### src/rtl/pwm_fade_ctrl_pkg.sv
// Shared widths and state encoding for the PWM fade sequencer.
package pwm_fade_ctrl_pkg;

  localparam int BRIGHTNESS_WIDTH = 7;
  localparam int FADE_RATE_WIDTH  = 8;

  typedef enum logic {
    FADE_IDLE = 1'b0,
    FADE_RAMP = 1'b1
  } fade_state_t;

endpackage

### src/rtl/pwm_fade_ctrl.sv
// Brightness fade sequencer: ramps the pwm duty one LSB at a time toward a
// commanded target, only ever updating the duty at a PWM period boundary.
module pwm_fade_ctrl
  import pwm_fade_ctrl_pkg::*;
#(
  parameter int BW     = BRIGHTNESS_WIDTH,
  parameter int RATE_W = FADE_RATE_WIDTH
) (
  input  logic              sysclk,
  input  logic              i_rst_n,
  input  logic              i_cmd_valid,
  output logic              o_cmd_ready,
  input  logic [BW-1:0]     i_cmd_target,
  input  logic [RATE_W-1:0] i_cmd_rate,
  input  logic [BW-1:0]     i_cnt,
  output logic              o_enb,
  output logic [BW-1:0]     o_d,
  output logic              o_busy,
  output logic              o_done
);

  localparam logic [BW-1:0]     D_ONE    = {{(BW-1){1'b0}}, 1'b1};
  localparam logic [RATE_W-1:0] RATE_ONE = {{(RATE_W-1){1'b0}}, 1'b1};

  fade_state_t       state_reg;
  logic [BW-1:0]     target_reg;
  logic [RATE_W-1:0] rate_reg;
  logic [RATE_W-1:0] pcnt_reg;
  logic              boundary;

  // A disabled pwm parks its counter at all-ones, so boundary stays true then.
  assign boundary    = (i_cnt == {BW{1'b1}});
  assign o_cmd_ready = (state_reg == FADE_IDLE);
  assign o_busy      = (state_reg == FADE_RAMP);

  always_ff @(posedge sysclk or negedge i_rst_n) begin
    if (!i_rst_n) begin
      state_reg  <= FADE_IDLE;
      target_reg <= '0;
      rate_reg   <= '0;
      pcnt_reg   <= '0;
      o_d        <= '0;
      o_enb      <= 1'b0;
      o_done     <= 1'b0;
    end else begin
      o_done <= 1'b0;
      case (state_reg)
        FADE_IDLE: begin
          if (i_cmd_valid) begin
            target_reg <= i_cmd_target;
            rate_reg   <= i_cmd_rate;
            pcnt_reg   <= '0;
            state_reg  <= FADE_RAMP;
            if (i_cmd_target != '0) begin
              o_enb <= 1'b1;
            end
          end
        end
        FADE_RAMP: begin
          if (boundary) begin
            if (o_d == target_reg) begin
              state_reg <= FADE_IDLE;
              o_done    <= 1'b1;
              if (target_reg == '0) begin
                o_enb <= 1'b0;
              end
            end else if (rate_reg == '0) begin
              o_d <= target_reg;
            end else if (pcnt_reg == rate_reg) begin
              // o_d moves toward target and stops on equality, so it never wraps.
              o_d      <= (o_d < target_reg) ? (o_d + D_ONE) : (o_d - D_ONE);
              pcnt_reg <= '0;
            end else begin
              pcnt_reg <= pcnt_reg + RATE_ONE;
            end
          end
        end
        default: state_reg <= FADE_IDLE;
      endcase
    end
  end

endmodule

### config.mk
export PLATFORM = sky130hd
export DESIGN_NAME = pwm_fade_ctrl
export DESIGN_NICKNAME = d
export VERILOG_FILES = /design/src/rtl/pwm_fade_ctrl_pkg.sv /design/src/rtl/pwm_fade_ctrl.sv
export SDC_FILE = /design/constraint.sdc
export NUM_CORES = 1
export LEC_CHECK = 0
export CORE_MARGIN = 10
export CORE_UTILIZATION = 40
export DETAILED_ROUTE_END_ITERATION = 16
export PLACE_DENSITY = 0.7
export RECOVER_POWER = 25
export SKIP_LAST_GASP = 1
export SLEW_MARGIN = 25
export SYNTH_ARGS = -nofsm -noshare
export SYNTH_HDL_FRONTEND = slang
export SYNTH_SLANG_ARGS = --single-unit
### constraint.sdc
create_clock -name sysclk -period 6.81 [get_ports sysclk]
set_input_delay 2.043 -clock sysclk [delete_from_list [all_inputs] [get_ports sysclk]]
set_output_delay 2.043 -clock sysclk [all_outputs]
set_load 0.05 [all_outputs]
==> results of run 1 <==
stage by stage:
step | area (um^2) | util (%) | hold slack (ns)
floorplan | 1982 | - | 0.4895
global placement | 2390 | 50.26 | 0.4659
detailed placement | 2392 | 50.32 | 0.4753
CTS | 2466 | 51.87 | 0.4928
global route | 2462 | 51.79 | 0.5599
finish | 2462 | 51.79 | 0.4900
report_power, final:
part           internal (uW)  switching, uW
combinational           58.5           67.4
sequential               212           17.1
clock                   67.1           68.0
worst register-to-register path, stage by stage, from the launching register on:
cell      delay [ns]
dfrtp_1         0.43
ha_1            0.33
a211oi_1        0.23
nor2_1          0.08
nor3_1          0.24
inv_1           0.20
fa_1            0.45
a211oi_1        0.31
o21bai_1        0.12
a21oi_1         0.18
xor2_1          0.23
a21oi_1         0.09
nand3b_1        0.17
logic make-up (layout without fill, tap and decap cells):
family                   after synthesis  after routing  share of synthesized area (%)
adder cells (fa/ha/maj)               14             14                          9.217
AO/OA/AOI/OAI                         39             39                          13.45
multiplexers                           4              4                          2.336
AND/OR/NAND/NOR                       88             88                          21.78
buffers and inverters                 15             52                          3.599
XOR/XNOR                              18             18                          7.954
flip-flops                            33             33                          41.67
final timing paths:
check | start | depth (start not counted) | to | slack [ns]
worst min register to register | o_enb | 2 | o_enb | 0.49
worst max-delay path | i_rst_n | 2 | o_d[2] | 3.06
min in group asynchronous | i_rst_n | 2 | o_d[5] | 2.74
worst min-delay path | o_enb | 2 | o_enb | 0.49
worst max register to register | o_d[4] | 12 | o_d[6] | 3.62
max in group sysclk | o_busy | 2 | o_cmd_ready | 3.15
routing by layer:
metal	up-vias	global-route usage, %	wire length [um]
li1	807	-	-
met1	725	14.70	2211
met2	33	16.34	1784
met3	7	2.993	184
met4	0	5.968	101
met5	-	0	0
area by class of cell:
type | instances | area share (%)
Timing Repair Buffer | 36 | 14.38
Clock buffer | 5 | 2.795
Inverter | 10 | 1.524
Clock inverter | 1 | 0.2033
Sequential cell | 33 | 33.54
Multi-Input combinational cell | 163 | 44.16
Tap cell | 67 | 3.404
cell usage in the layout, fill, tap and decap left out, types with 5 or more instances in the layout:
cell and n:
nand2_1 39, clkdlybuf4s50_1 34, dfrtp_1 33, nor2_1 19
ha_1 13, o21ai_0 11, inv_1 10, a21oi_1 10
nand4_1 10, xor2_1 10, xnor2_1 8, clkbuf_8 5
cells in the mapped netlist, types with 3 or more instances:
library cell / instances
ha_1: 13
nor3_1: 3
nor2_1: 19
a21o_1: 3
xnor2_1: 8
a211oi_1: 3
nand2_1: 39
o21ai_0: 11
a21oi_1: 10
clkbuf_1: 3
xor2_1: 10
nand4_1: 10
dfrtp_1: 33
inv_1: 10
==> metrics.txt, run 1 <==
H-tree Lvls=2; Area Overhead vs Synth=24.24%; Slew Viols, Final=34; post-synth top area share=41.67%; Seq cells post-synth=33; mapped cell area=between 1500 and 2000 um^2; Placed Cells incl. Taps=309; Starting Density=between 40% and 50%; CTS tree=done; fraction of the yosys area taken by sequential cells=41.67%; CP max stage delay=1.25 ns; post-route minimum period=3.752 ns; clk buf depth=2; delay-heaviest family, CP=buffers and inverters; Routed WL=4280 um; DIE WIDTH=approximately 90 um; die area=8170 um^2; status=finished with violations; Post-Syn Nets=250; clock sink count=33; WL/cell=13.59 um; # nets final=288; synthesized area per cell=9.393 um^2; Multi-input gate area=1087 um^2; final setup fails=0; clock root cell=clkbuf_8; crit path buf inv count=2; Post-Syn Instances=211; final setup TNS=0 ns; Worst Slack Setup Final=3.058 ns; Slowest-stage cell, CP=clkbuf_1; RD Place Congestion=0.8546; number of fill cells=roughly 460; # port buffers=35; initial antenna violation count=0; DRC viols=0; failing checks=capacitance limit, slew limit; worst skew pair latency=0.29 ns; Post CTS Setup Buffer Count=0; part of the cycle the worst path needs=55.09%; Via density=4.990; Vias=1572; Max VDD drop=0.1199 mV; DP Worst Slack=2.893 ns; # resized after CTS=0; All-Layer GR Usage=11.22%; Ports=36; total power=490.0 uW; DRT Pass-1 Iters=4; crit-path cells=dlygate4sd3_1, clkbuf_1; crit-path max FO=33; Yosys top cell by area=dfrtp_1; vias in the first global route=1579; HPWL after DPL=3361 um; leakage power=0.001109 uW; Crit path required time=6.88 ns; fmax=~270 MHz; Initial DRC Count=52; critical path launch point type=input port; final std cells w/o fill=315; first-pass GRT wire length=7624 um; top cells by area, synth=dfrtp_1, ha_1, nand2_1; Max-Cap Viols=1; clk slew on worst S/H paths=0.06 ns; RSZ-0062 raised after global routing=no; clk_skew=~0.0053 ns; core area=between 4000 and 5000 um^2; fraction of registers with async set/reset=100.0%; Hold WC Path Type=reg -> reg; largest net degree at the start of global routing=34; relative slew slack=-15.59%; Final ANT Viol Nets=0; EDFF count, synth=0; # diodes=0; crit path kind=in -> async; Yosys cell types=41; Critical Path End Type=asynchronous set/reset pin; total grt overflow=0; share of post-route cells with drive strength above 1=6.855%; WP data arrival=between 3 and 4 ns; PD cells=199.0 nW/um^2; final hold vios=0; die height=between 90 and 100 um; FF+latch area=825.8 um^2; total CTS buffers=5; YS warnings=0; CTS Hold Buffers Added=0; Top FF cell, synth=dfrtp_1; row count=25; Worst-Margin Slew=about 1.7 ns
Note: power is estimated with default switching activity, not from simulation.
==> run 2, diff against run 1 <==
==> constraint.sdc (replaced) <==
create_clock -name sysclk -period 3.5 [get_ports sysclk]
set_input_delay 1.05 -clock sysclk [delete_from_list [all_inputs] [get_ports sysclk]]
set_output_delay 1.05 -clock sysclk [all_outputs]
set_load 0.05 [all_outputs]
==> metrics.txt, run 2 (same netlist as run 1, synthesis figures left out) <==
total CTS buffers=5 (unchanged); Hold Path Origin=o_enb; Starting Density=41.68% (unchanged); Slew Viols, Final=34 (unchanged); clk buf depth=2 (unchanged); first-pass GRT wire length=7479 um (-1.9%); total grt overflow=0 (unchanged); DRT Pass-1 Iters=4 (unchanged); H-tree Lvls=2 (unchanged); initial antenna violation count=0 (unchanged); Max-Cap Viols=1 (unchanged); # port buffers=35 (unchanged); crit-path max FO=6 (-82%); worst skew pair latency=0.29 ns (about the same); Routed WL=4444 um (+3.8%); largest net degree at the start of global routing=34 (unchanged); CP max stage delay=0.46 ns (-0.79 ns); post-route minimum period=3.190 ns; # diodes=0 (unchanged); Hold WC Path Type=reg -> reg; reg2reg start=o_d[4]; Initial DRC Count=87 (+67%); part of the cycle the worst path needs=91.13%; most frequent cells in the layout=nand2_1, clkdlybuf4s50_1, dfrtp_1; relative slew slack=-15.73% (-0.14 points); fmax=313.5 MHz; crit-path cells=ha_1, a211oi_1, nor2_1, nor3_1, inv_1, fa_1, a211oi_1, o21bai_1, a21oi_1, xor2_1, a21oi_1, nand3b_1; clock sink count=33 (unchanged); core area=4755 um^2 (unchanged); clk slew on worst S/H paths=0.06 ns (about the same); crit path buf inv count=1 (-1); DIE WIDTH=90.39 um (unchanged); WP data arrival=3.35 ns (-0.47 ns); critical path launch point type=flop; Multi-input gate area=1085 um^2 (-0.23%); most common cell after layout, fill and taps aside=nand2_1; clock root cell=clkbuf_8; status=finished with violations; RD Place Congestion=0.8202 (-4.0%); Placed Instance Area=2405 um^2 (+0.52%); Post CTS Setup Buffer Count=0 (unchanged); Ports=36 (unchanged); final setup TNS=0 ns (unchanged); row count=25 (unchanged); failing checks=capacitance limit, slew limit; Final Instance Area=2487 um^2 (+1.0%); RSZ-0062 raised after global routing=no; Crit path required time=3.66 ns (-3.22 ns); number of fill cells=478 (+4.6%); share of post-route cells with drive strength above 1=7.171% (+0.32 points); crit path launch=o_d[4]; Final ANT Viol Nets=0 (unchanged); clk_skew=0.008783 ns (+0.003476 ns); Critical Path End Type=flop; Slowest-stage cell, CP=fa_1; vias in the first global route=1649 (+4.4%); WL/cell=13.97 um (+2.9%); final setup fails=0 (unchanged); CTS tree=done; # nets final=290 (+0.69%); Vias=1628 (+3.6%); delay-heaviest family, CP=compound AO/OA/AOI/OAI gates; Via density=5.119 (+2.6%); final hold vios=0 (unchanged); Area Overhead vs Synth=25.51%; Max VDD drop=0.1850 mV (+54%); PD cells=396.1 nW/um^2 (+99%); HPWL after DPL=3400 um (+1.1%); # resized after CTS=0 (unchanged); crit path kind=reg -> reg; leakage power=0.001123 uW (+1.2%); FF+latch area=825.8 um^2 (unchanged); CTS Hold Buffers Added=0 (unchanged); DRC viols=0 (unchanged); Worst-Margin Slew=1.736 ns (+0.002117 ns); All-Layer GR Usage=10.90% (-0.32 points); die area=8170 um^2 (unchanged); die height=90.39 um (unchanged)
[run 2: cell count changes in the layout (fill, tap and decap cells not counted)]
cell	previous run	this run
buf_4	0	2
clkbuf_1	1	2
clkbuf_8	5	6
clkinv_2	1	0
nor2b_1	1	2
nor2b_2	1	0
[run 2: final cells by class]
cell class / instances / area share, %
Inverter: 10 / 1.509
Tap cell: 67 / 3.370
Timing Repair Buffer: 38 / 14.84
Clock buffer: 7 / 3.471
Multi-Input combinational cell: 163 / 43.61
Sequential cell: 33 / 33.20
[run 2: layer usage]
metal,wire length (um),vias up,GRT usage [%]
met3,260,6,3.574
li1,-,814,-
met1,2080,762,13.03
met2,2029,46,17.74
met5,0,-,0
met4,74,0,4.111
[run 2: worst reg2reg max path: stages, from the launching register on]
cell	delay, ns
dfrtp_1	0.42
ha_1	0.32
a211oi_1	0.23
nor2_1	0.07
nor3_1	0.23
inv_1	0.19
fa_1	0.46
a211oi_1	0.34
o21bai_1	0.15
a21oi_1	0.19
xor2_1	0.21
a21oi_1	0.09
nand3b_1	0.17
[run 2: through the flow]
stage	hold WS [ns]	cells	util, %	total power (uW)	setup WS [ns]
finish	0.4923	318	52.32	985.1	0.3105
global route	0.5495	318	52.32	1036	0.09046
CTS	0.4904	318	52.39	990.6	0.3644
detailed placement	0.4712	311	50.58	700.4	0.3854
global placement	0.4675	311	50.58	695.2	0.4979
floorplan	0.4895	211	-	614.6	0.3815
[run 2: final timing paths]
kind                               endpoint  slack [ns]  cells after the start
worst max register to register       o_d[6]        0.31                     12
max in group asynchronous       pcnt_reg[3]        0.73                      2
min in group asynchronous            o_d[5]        1.76                      2
worst min-delay path                  o_enb        0.49                      2
worst max-delay path                 o_d[6]        0.31                     12
worst min register to register        o_enb        0.49                      2
[run 2: power breakdown]
group          internal (uW)  leakage (uW)  switching (uW)
logic                    115      0.000661             135
clock network            156     0.0000443             134
registers                412      0.000417            32.7
==> run 3, diff against run 2 <==
--- a/config.mk
+++ b/config.mk
@@ -5,10 +5,12 @@
 export SDC_FILE = /design/constraint.sdc
 export NUM_CORES = 1
 export LEC_CHECK = 0
+export CELL_PAD_IN_SITES_DETAIL_PLACEMENT = 1
+export CELL_PAD_IN_SITES_GLOBAL_PLACEMENT = 2
 export CORE_MARGIN = 10
-export CORE_UTILIZATION = 40
+export CORE_UTILIZATION = 32
 export DETAILED_ROUTE_END_ITERATION = 16
-export PLACE_DENSITY = 0.7
+export PLACE_DENSITY = 0.85
 export RECOVER_POWER = 25
 export SKIP_LAST_GASP = 1
 export SLEW_MARGIN = 25
==> metrics.txt, run 3 (same netlist as run 1, synthesis figures left out) <==
final hold vios=0 (unchanged); Initial DRC Count=81 (-6.9%); Via density=5.068 (-1.0%); leakage power=0.001118 uW (-0.40%); core area=5956 um^2 (+25%); Max VDD drop=0.2102 mV (+14%); Critical Path End Type=flop; Starting Density=33.28% (-8.4 points); Hold WC Path Type=reg -> reg; # nets final=290 (unchanged); DIE WIDTH=98.70 um (+9.2%); Placed Cells incl. Taps=319 (+2.6%); share of post-route cells with drive strength above 1=7.200% (+0.029 points); clock sink count=33 (unchanged); DRT Pass-1 Iters=4 (unchanged); relative slew slack=18.67% (+34 points); RD Place Congestion=0.8171 (-0.38%); Area Overhead vs Synth=25.38%; clk_skew=0.004479 ns (-0.004304 ns); most frequent cells in the layout=nand2_1, clkdlybuf4s50_1, dfrtp_1; final setup fails=0 (unchanged); Final ANT Viol Nets=0 (unchanged); H-tree Lvls=2 (unchanged); clk buf depth=2 (unchanged); CTS Hold Buffers Added=0 (unchanged); WL/cell=15.55 um (+11%); Max-Cap Viols=0 (-1); Post CTS Setup Buffer Count=0 (unchanged); vias in the first global route=1788 (+8.4%); Vias=1647 (+1.2%); die height=98.70 um (+9.2%); Final Util=41.72% (-11 points); PD cells=386.7 nW/um^2 (-2.4%); crit-path max FO=6 (unchanged); Worst-Margin Slew=1.220 ns (-0.5160 ns); fmax=317.5 MHz (+1.3%); number of fill cells=705 (+47%); Ports=36 (unchanged); final std cells w/o fill=325 (+2.2%); final setup TNS=0 ns (unchanged); Routed WL=5053 um (+14%); # port buffers=35 (unchanged); row count=28 (+12%); # diodes=0 (unchanged); initial antenna violation count=0 (unchanged); HPWL after DPL=4019 um (+18%); Slew Viols, Final=0 (-100%); largest net degree at the start of global routing=23 (-32%); CTS tree=done; RSZ-0062 raised after global routing=no; crit path kind=reg -> reg; worst skew pair latency=0.28 ns (about the same); first-pass GRT wire length=8707 um (+16%); All-Layer GR Usage=10.60% (-0.30 points); clk slew on worst S/H paths=0.07 ns (about the same); die area=9742 um^2 (+19%); clock root cell=clkbuf_8; Crit path required time=3.67 ns (about the same); DRC viols=0 (unchanged); part of the cycle the worst path needs=90.00% (-1.1 points); post-route minimum period=3.150 ns (-0.03964 ns); total CTS buffers=5 (unchanged); most common cell after layout, fill and taps aside=nand2_1; Multi-input gate area=1085 um^2 (unchanged); WP data arrival=3.32 ns (-0.03 ns); total power=960.8 uW (-2.5%); Worst Slack Setup Final=0.3501 ns (+0.03964 ns); status=finished, final reports clean; DP Worst Slack=0.3822 ns (-0.003272 ns); total grt overflow=0 (unchanged); # resized after CTS=0 (unchanged); critical path launch point type=flop; FF+latch area=825.8 um^2 (unchanged)
run 3: cell count changes in the layout (fill, tap and decap cells not counted):
cell,delta
clkinv_2,+1
clkbuf_8,-1
clkbuf_1,-1
run 3: metal layers:
metal  wire, um  vias to the layer above  GRT usage (%)
li1           -                      809              -
met1       2579                      802          14.22
met2       2213                       32          16.14
met5          0                        -              0
met4         63                        0          3.308
met3        196                        4          2.793
run 3: layout make-up:
class                      instances  share of cell area [%]
clock inverter                     1                  0.2014
clock buffer                       5                   2.769
inverter                          10                   1.511
timing repair buffer              38                   14.85
tap                               75                   3.776
sequential                        33                   33.23
multi-input combinational        163                   43.66
run 3: report_power, final:
group          internal, uW  switching [uW]  total, uW
combinational           114             136        251
clock                   131             133        263
sequential              412            34.5        447
run 3: worst paths after layout:
path,to,start,slack (ns),cells past startpoint
max in group asynchronous,rate_reg[4],i_rst_n,0.77,2
hold / removal,o_enb,o_enb,0.50,2
setup / recovery,o_d[6],o_d[2],0.35,12
hold reg to reg,o_enb,o_enb,0.50,2
setup reg to reg,o_d[6],o_d[2],0.35,12
min in group asynchronous,o_d[4],i_rst_n,1.21,1
run 3: critical path, stage by stage, from the launching register on:
cell and delay (ns):
dfrtp_1 0.43, ha_1 0.35, a21oi_1 0.16, a21oi_1 0.09, nor3_1 0.28, inv_1 0.20, fa_1 0.45, a211oi_1 0.29
o21bai_1 0.11, a21oi_1 0.18, xor2_1 0.23, a21oi_1 0.09, nand3b_1 0.16
run 3: per-stage QoR:
stage | instance area [um^2] | hold WS (ns)
after global placement | 2427 | 0.4747
after CTS | 2501 | 0.5031
final | 2485 | 0.4954
after detailed placement | 2427 | 0.4844
after global routing | 2485 | 0.5486
after floorplan | 1982 | 0.4895
